<file path="src/rtl/cla_serial_seq.sv">
// cla_serial_seq: nibble-serial add/subtract sequencer driving one shared external Cla_4
module cla_serial_seq #(
  parameter int WIDTH = 16
) (
  input  logic             clk,
  input  logic             rst,
  input  logic             start,
  input  logic             sub,
  input  logic [WIDTH-1:0] a,
  input  logic [WIDTH-1:0] b,
  input  logic             cin,
  output logic             busy,
  output logic             done,
  output logic [WIDTH-1:0] sum,
  output logic             cout,
  output logic             ovf,
  output logic [3:0]       cla_x,
  output logic [3:0]       cla_y,
  output logic             cla_c0,
  input  logic [3:0]       cla_s,
  input  logic             cla_c4
);
  localparam int NIB = WIDTH / 4;
  localparam int IW = NIB > 1 ? $clog2(NIB) : 1;
  if (WIDTH % 4 != 0 || WIDTH < 8) begin : g_width_check
    $error("cla_serial_seq: WIDTH must be a multiple of 4 and at least 8");
  end
  typedef enum logic [1:0] {IDLE, RUN, DONE} state_t;
  state_t           state, state_n;
  logic [WIDTH-1:0] a_r, b_r;
  logic             carry, sgn_b, last, run_en;
  logic [IW-1:0]    idx;
  assign last   = idx == IW'(NIB - 1);
  assign run_en = state == RUN && !rst;
  // next state and handshake / Cla_4 drive
  always_comb begin
    state_n = state == IDLE ? (start ? RUN : IDLE) : state == RUN ? (last ? DONE : RUN) : IDLE;
    busy    = state == RUN;
    done    = state == DONE;
    cla_x   = run_en ? a_r[4*idx +: 4] : 4'd0;
    cla_y   = run_en ? b_r[4*idx +: 4] : 4'd0;
    cla_c0  = run_en ? carry : 1'b0;
  end
  // state register
  always_ff @(posedge clk) begin
    if (rst) state <= IDLE;
    else     state <= state_n;
  end
  // operand capture, slice-by-slice result assembly and carry chaining
  always_ff @(posedge clk) begin
    if (rst) begin
      a_r   <= '0;
      b_r   <= '0;
      sgn_b <= 1'b0;
      carry <= 1'b0;
      idx   <= '0;
      sum   <= '0;
      cout  <= 1'b0;
      ovf   <= 1'b0;
    end else if (state == IDLE && start) begin
      a_r   <= a;
      b_r   <= sub ? ~b : b;
      sgn_b <= sub ? ~b[WIDTH-1] : b[WIDTH-1];
      carry <= sub ? 1'b1 : cin;
      idx   <= '0;
      sum   <= '0;
    end else if (state == RUN) begin
      sum[4*idx +: 4] <= cla_s;
      carry           <= cla_c4;
      idx             <= last ? '0 : idx + IW'(1);
      if (last) begin
        cout <= cla_c4;
        ovf  <= (a_r[WIDTH-1] == sgn_b) && (cla_s[3] != a_r[WIDTH-1]);
      end
    end
  end
endmodule

</file>
<file path="config.mk">
export PLATFORM = sky130hd
export DESIGN_NAME = cla_serial_seq
export DESIGN_NICKNAME = d
export VERILOG_FILES = /design/src/rtl/cla_serial_seq.sv
export SDC_FILE = /design/constraint.sdc
export NUM_CORES = 1
export LEC_CHECK = 0
export ABC_AREA = 1
export BUFFER_PORTS_ARGS = -buffer_cell sky130_fd_sc_hd__buf_4
export CAP_MARGIN = 15
export CORE_UTILIZATION = 45
export CTS_BUF_LIST = sky130_fd_sc_hd__clkbuf_8
export DETAILED_ROUTE_END_ITERATION = 6
export PLACE_DENSITY = 0.77
export SYNTH_ARGS = -nofsm -noshare
export SYNTH_HDL_FRONTEND = slang
export SYNTH_SLANG_ARGS = --single-unit
</file>
<file path="constraint.sdc">
create_clock -name clk -period 3.3 [get_ports clk]
set_clock_uncertainty 0.15 [all_clocks]
set_input_delay 0.165 -clock clk [delete_from_list [all_inputs] [get_ports clk]]
set_output_delay 0.165 -clock clk [all_outputs]
set_load 0.01 [all_outputs]
</file>
# Yosys cells after proc, flatten, opt, wreduce, memory -nomap -nowiden
# Cells that the tools add are included.
[word_totals]
ff_bits = 56
input_bits = 42
output_inout_bits = 29
wordCells = 45
[op_classes]
addsub = 2
n_eq_ne = 5
shifts = 4
mux = 14
bitwise = 3
n_reduce_logical = 8
[op_table]
columns = ["cell", "n"]
rows = [
  ["4-bit negation with 34-bit output", 1],
  ["4-bit by 34-bit variable shift with 16-bit output (first input constant)", 1],
  ["4-bit by 34-bit variable part select with 16-bit output", 1],
  ["16-bit by 5-bit variable part select with 4-bit output", 2],
  ["16-bit bitwise mux", 1],
  ["16-bit two-way mux", 1],
  ["16-bit NOT", 1],
  ["2-bit two-way mux", 4],
  ["4-bit two-way mux", 2],
  ["1-bit two-way mux", 6],
  ["2-bit == test (second input constant)", 2],
  ["1-bit logical AND", 3],
  ["3-bit AND reduction", 1],
  ["2-bit by 1-bit adder with 2-bit output (second input constant)", 1],
  ["2-bit by 1-bit == test with 1-bit output (second input constant)", 1],
  ["2-bit logical NOT", 1],
  ["1-bit NOT", 2],
  ["2-bit nonzero test", 1],
  ["2-bit OR reduction", 1],
  ["1-bit == test", 1],
  ["1-bit logical NOT", 1],
  ["1-bit != test", 1],
]

# Longest topological paths before layout
# Gate-level depths: netlist of the first run.
[depth]
ltp_word = 4
ltp_mapped = 8
depth_no_buf = 7

# Worst setup path before layout of the first run
# Ideal clock, no wire load.
[synth_path]
path_type = "flip-flop to flip-flop"
startpoint = "register idx[0]"
endpoint = "register sum[12]"
setup_ps = 70
t_arrival_ps = 1489
t_required_ps = 3080
slack_ps = 1591
stages_incl_launch_ff = 9
n_path_buf = 1
period_less_slack_ps = 1709
cell_sequence = "dfxtp_1 inv_2 buf_2 ha_1 inv_1 nand2_1 nor2_1 nand2_1 a21oi_1"
[synth_via]
elab_chain_len = 3
word_cells_on_any_way = 4
cone_classes = "add/sub: 1; shift: 2; mux: 1"
[synth_lines]
columns = ["item", "line_no", "rtl"]
rows = [
  ["start: declaration", "32", "logic [IW-1:0] idx;"],
  ["start signal: assignment", "70", "idx <= last ? '0 : idx + IW'(1);"],
  ["4-bit negation with 34-bit output *", "68", "sum[4*idx +: 4] <= cla_s;"],
  ["4-bit by 34-bit variable part select with 16-bit output or 4-bit by 34-bit variable shift with 16-bit output (tied branches)", "68", ""],
  ["16-bit bitwise mux *", "68", ""],
  ["end signal: indexed assignment", "68", ""],
  ["end: declaration", "14", "output logic [WIDTH-1:0] sum,"],
]
# Mark *: on every way between the ends. The rest lies on a longest branch, timed or not.
# A chain may end at the register's enable or synchronous reset.

# Worst setup path after layout of the first run
[layout_path]
startpoint = "register idx[1]"
endpoint = "output port cla_x[1]"
[layout_via]
elab_chain_len = 2
[layout_lines]
columns = ["item", "line_no", "rtl"]
rows = [
  ["16-bit by 5-bit variable part select with 4-bit output", "40", "cla_x = run_en ? a_r[4*idx +: 4] : 4'd0;"],
  ["4-bit two-way mux", "40", ""],
  ["end: declaration", "17", "output logic [3:0] cla_x,"],
]
# Every way passes these cells.

==> results.sh, run 1 <==
export IMPL_status="finished clean"
export IMPL_cp_end_kind="primary output"
export IMPL_grt_overflow=0
export IMPL_startpoint="idx[1]"
export IMPL_numCtsBuffers=5
export IMPL_dp_hpwl_um=4380
export IMPL_slowest_stage="dfxtp_1"
export IMPL_rsz0062_at_grt="no"
export IMPL_fin_crit_sh=0.649
export IMPL_worstRegToRegCells=7
export IMPL_dieArea_sq_um=6210
export IMPL_fp_coreArea_sq_um=5610
export IMPL_post_cts_setup_buffers=0
export IMPL_die_x_um=78.8
export IMPL_critPathLaunchType="register"
export IMPL_ys_seq_area_frac=0.415
export IMPL_final_cell_mix="nand2_1, nor2_1, buf_4"
export IMPL_worst_setup_path_type="register to primary output"
export IMPL_first_pass_iters=4
export IMPL_wl_per_cell_um=11.9
export IMPL_worst_r2r_setup_slack_ps=1190
export IMPL_fillers=528
export IMPL_arrival_ps=1830
export IMPL_leakage_uw=0.00157
export IMPL_cp_endpoint="cla_x[1]"
export IMPL_relSlewSlack=0.678
export IMPL_peakVddDrop_mv=0.204
export IMPL_path_clk_slew_ps=90
export IMPL_power_density_nw_per_um2=373
export IMPL_post_cts_resized=0
export IMPL_vias=2609
export IMPL_grt_usage=0.211
export IMPL_whs_ps=12.0
export IMPL_start_util=0.473
export IMPL_rows=27
export IMPL_hold_class="input port to register"
export IMPL_r2r_end="sum[14]"
export IMPL_antennaDiodeCount=0
export IMPL_finalHoldViolCount=0
export IMPL_cts_tree="yes"
export IMPL_grt_pass1_wl_um=10200
export IMPL_fin_area_sq_um=3530
export IMPL_layout_drive_gt1_share=0.188
export IMPL_slowest_delay_ps=630
export IMPL_crit_chain="inv_1 > nor2_1 > o21ai_0 > a21oi_1 > buf_4"
export IMPL_htreeDepth=2
export IMPL_netlist_instances=372
export IMPL_cts_root_buf="clkbuf_8"
export IMPL_synthTopCellsByArea="dfxtp_1, nand2_1, nor2_1"
export IMPL_grt_max_degree=28
export IMPL_clock_path_buffers=2
export IMPL_synth_area_leader_cell="dfxtp_1"
export IMPL_placed_area_sq_um=3160
export IMPL_grt_pass1_vias=2358
export IMPL_ys_types=24
export IMPL_post_route_min_period_ps=2140
export IMPL_insertion_delay_ps=300
export IMPL_die_y_um=78.8
export IMPL_vias_per_cell=4.88
export IMPL_ant_nets=0
export IMPL_cp_max_fo=15
export IMPL_syn_nets=420
export IMPL_ys_ff_latch=55
export IMPL_wl_um=6350
export IMPL_setup_viol=0
export IMPL_clock_sinks=55
export IMPL_nets=512
export IMPL_io_buffers=70
export IMPL_timing_setup_tns_ps=0
export IMPL_drt_iter0_drc=84
export IMPL_routabilityCongestion=0.840
export IMPL_syn_to_final_growth_pct=32.9
export IMPL_final_common_cell="nand2_1"
export IMPL_synth_area_per_cell_sq_um=7.13
export IMPL_synth_warnings=0
export IMPL_ios=71
export IMPL_rr_startpoint="idx[1]"
export IMPL_finalMaxSlewViolations=0
export IMPL_syn_area_sq_um=2650
export IMPL_drc_errors=0
export IMPL_fmax_ghz=0.467
export IMPL_critPathRequiredTime_ps=2980
export IMPL_drv_cap=0
export IMPL_antenna_found_initial=0
export IMPL_worst_pin_slew_ps=482
export IMPL_synth_top_area_share=0.415
layer usage:
metal	vias up	share of wire	global-route usage
li1	1353	-	-
met1	1165	0.44	0.236
met2	79	0.49	0.390
met3	12	0.050	0.0460
met4	0	0.020	0.0759
met5	-	0	0
critical path, delay by kind of cell, from the launching register on:
kind | cells | cell delay [ps]
AOI/OAI and AO/OA | 2 | 290
buffers and inverters | 2 | 450
DFF | 1 | 630
and+or+nand+nor | 1 | 160
cell usage after synthesis:
library cell and n:
inv_2 5, ha_1 6, o21ai_1 7, nand4_1 4, inv_1 21, o211ai_1 7, xnor2_1 6, nand3_4 1
nand2_4 2, buf_4 3, nor2_4 1, dfxtp_1 55, nor2_1 81, buf_2 5, o21ai_0 26, inv_4 1
nand2_1 91, a21oi_1 26, clkbuf_1 1, nor2_8 1, xor2_1 10, clkbuf_2 1, nand3_1 6, buf_6 5
worst min path at each step:
stage	from	to	slack [ps]	cells after the start
after floorplan	rst	cout	80	1
after global placement	rst	ovf	270	2
after detailed placement	rst	ovf	270	2
after CTS	cla_s[1]	sum[1]	2	3
after global routing	b[15]	b_r[15]	20	4
final	b[15]	b_r[15]	10	4
what timing repair did:
action	CTS	global route
endpoints found under the setup margin	0	0
endpoints found under the hold margin	30	0
hold buffers	29	0
final cells by class:
class,instances,area [sq um],area share
sequential,55,1100,0.312
timing repair buffer,100,823,0.233
multi-input combinational,275,1340,0.379
tap,72,90.1,0.0256
clock buffer,5,68.8,0.0195
clock inverter,1,3.75,0.00106
inverter,27,104,0.0295
through the flow:
stage / cells / setup WS, ps / power (uW) / utilization
final: 535 / 1160 / 1320 / 0.629
after floorplan: 372 / 1590 / 890 / -
after global placement: 500 / 1310 / 957 / 0.564
after global routing: 535 / 908 / 1380 / 0.629
after CTS: 535 / 1170 / 1320 / 0.629
after detailed placement: 500 / 1220 / 964 / 0.564
flip-flops by register name, summed over array words and instances, names as in the netlist:
signal and flops:
cout 1, ovf 1, state 2, b_r 16, idx 2, sum 16, a_r 16, carry 1
cells by family (layout without fill, tap and decap cells):
family	Yosys count	in the layout	share of synthesized area
xor+xnor	16	16	0.0528
buf+inv	42	133	0.0816
compound gates	66	66	0.131
simple gates	187	187	0.291
fa+ha+maj	6	6	0.0283
flops	55	55	0.415
report_power, final:
group          internal, uW  leakage [uW]  switching, uW
registers               702      0.000451           20.0
clock network           139     0.0000413            201
logic                   117       0.00108            138
total                   958       0.00157            359
No activity file was read; power rests on OpenSTA's default activity.
==> run 2: changes to the inputs <==
- clock period: 3.3 -> 2.21 ns (I/O delays scaled with it)
==> run 2 against run 1 <==
Utilization rose by 1.6 points. Clock power rose by 49%. Non-clock buffer count rose by 9. Register-to-register slack got worse by 650 ps. The run now ends with hold timing left. Final area rose by 2.5%. Via count fell by 0.54%. Sequential power rose by 50%. Power rose by 50%. Setup slack got worse by 870 ps. Largest power group unchanged. Worst hold slack got worse by 16 ps. Routed wire length rose by 0.17%.
==> results.sh, run 2 (synthesized netlist as in run 1, its figures left out) <==
export IMPL_hold_class="input port to register"
export IMPL_routabilityCongestion=0.891
export IMPL_finalHoldViolCount=1
export IMPL_whs_ps=-3.99
export IMPL_drt_iter0_drc=106
export IMPL_grt_max_degree=28
export IMPL_peakVddDrop_mv=0.286
export IMPL_antenna_found_initial=0
export IMPL_final_common_cell="nand2_1"
export IMPL_cts_root_buf="clkbuf_8"
export IMPL_rsz0062_at_grt="no"
export IMPL_cp_end_kind="primary output"
export IMPL_clock_sinks=55
export IMPL_relSlewSlack=0.725
export IMPL_critPathRequiredTime_ps=1950
export IMPL_arrival_ps=1660
export IMPL_reg_top3="a_r (16), b_r (16), sum (16)"
export IMPL_layout_drive_gt1_share=0.186
export IMPL_worstRegToRegCells=7
export IMPL_cp_max_fo=25
export IMPL_path_clk_slew_ps=80
export IMPL_startpoint="rst"
export IMPL_vias=2595
export IMPL_die_x_um=78.8
export IMPL_numCtsBuffers=5
export IMPL_syn_to_final_growth_pct=36.2
export IMPL_violations="hold timing"
export IMPL_nets=521
export IMPL_cts_tree="yes"
export IMPL_ant_nets=0
export IMPL_dieArea_sq_um=6210
export IMPL_timing_setup_tns_ps=0
export IMPL_grt_pass1_wl_um=10600
export IMPL_drc_errors=0
export IMPL_wl_per_cell_um=11.7
export IMPL_post_route_min_period_ps=1920
export IMPL_post_cts_setup_buffers=0
export IMPL_start_util=0.473
export IMPL_final_cell_mix="nand2_1, nor2_1, buf_4"
export IMPL_power_density_nw_per_um2=547
export IMPL_finalMaxSlewViolations=0
export IMPL_whs_path_depth=5
export IMPL_rr_startpoint="idx[0]"
export IMPL_min_from="b[9]"
export IMPL_fmax_ghz=0.520
export IMPL_wl_um=6360
export IMPL_grt_usage=0.219
export IMPL_insertion_delay_ps=300
export IMPL_drv_cap=0
export IMPL_setup_viol=0
export IMPL_worst_r2r_setup_slack_ps=540
export IMPL_worst_pin_slew_ps=412
export IMPL_worst_setup_path_type="input port to primary output"
export IMPL_io_buffers=70
export IMPL_vias_per_cell=4.77
export IMPL_rows=27
export IMPL_grt_pass1_vias=2389
export IMPL_holdPathEnd="b_r[9]"
export IMPL_fp_coreArea_sq_um=5610
export IMPL_critPathLaunchType="input port"
export IMPL_status="finished with violations"
export IMPL_die_y_um=78.8
export IMPL_antennaDiodeCount=0
export IMPL_ios=71
export IMPL_clock_path_buffers=2
export IMPL_fin_crit_sh=0.870
export IMPL_leakage_uw=0.00161
export IMPL_htreeDepth=2
export IMPL_grt_overflow=0
export IMPL_r2r_end="sum[13]"
export IMPL_dp_hpwl_um=4190
export IMPL_first_pass_iters=4
-- run 2: worst max-delay path: stages --
cell and delay (ps):
dlygate4sd3_1 550, buf_4 180, inv_2 300, nand2_4 160, a21oi_1 210, buf_4 150
-- run 2: timing repair --
item / in CTS / in global routing
hold buffers: 37 / 0
gates resized for setup: 0 / 0
hold endpoints to repair: 38 / 0
-- run 2: final cells by class --
class | count | area (sq um)
clock inverters | 1 | 3.75
multi-input cells | 275 | 1340
repair buffers | 109 | 911
well taps | 72 | 90.1
clock buffers | 5 | 68.8
flip-flops and latches | 55 | 1100
fillers | 511 | 1990
inverters | 27 | 104
-- run 2: worst max-delay path by stage --
stage	end	slack (ps)	cells past startpoint
3_5_place_dp	sum[13]	580	7
4_1_cts	cla_x[3]	300	6
5_1_grt	cla_y[2]	170	6
2_1_floorplan	sum[12]	500	8
6_report	cla_x[3]	290	6
3_3_place_gp	sum[14]	620	7
-- run 2: power breakdown --
part	total, uW	internal [uW]	switching [uW]
sequential	1080	1050	28.5
clock	507	208	299
combinational	391	184	207
-- run 2: stage by stage --
stage                     total power [uW]   util  cell area, sq um  worst slack (ps)  instances
after floorplan                       1330      -              2650               501        372
after global placement                1430  0.565              3170               615        501
after detailed placement              1440  0.565              3170               578        501
after CTS                             1980  0.644              3610               303        544
after global routing                  2080  0.644              3610               168        544
final                                 1980  0.644              3610               288        544
-- run 2: layer usage --
metal | GRT usage | vias to the layer above | wire (um)
met5 | 0 | - | 0
met4 | 0.0907 | 0 | 157
met3 | 0.0448 | 14 | 291
met2 | 0.385 | 78 | 3100
met1 | 0.256 | 1134 | 2820
li1 | - | 1369 | -
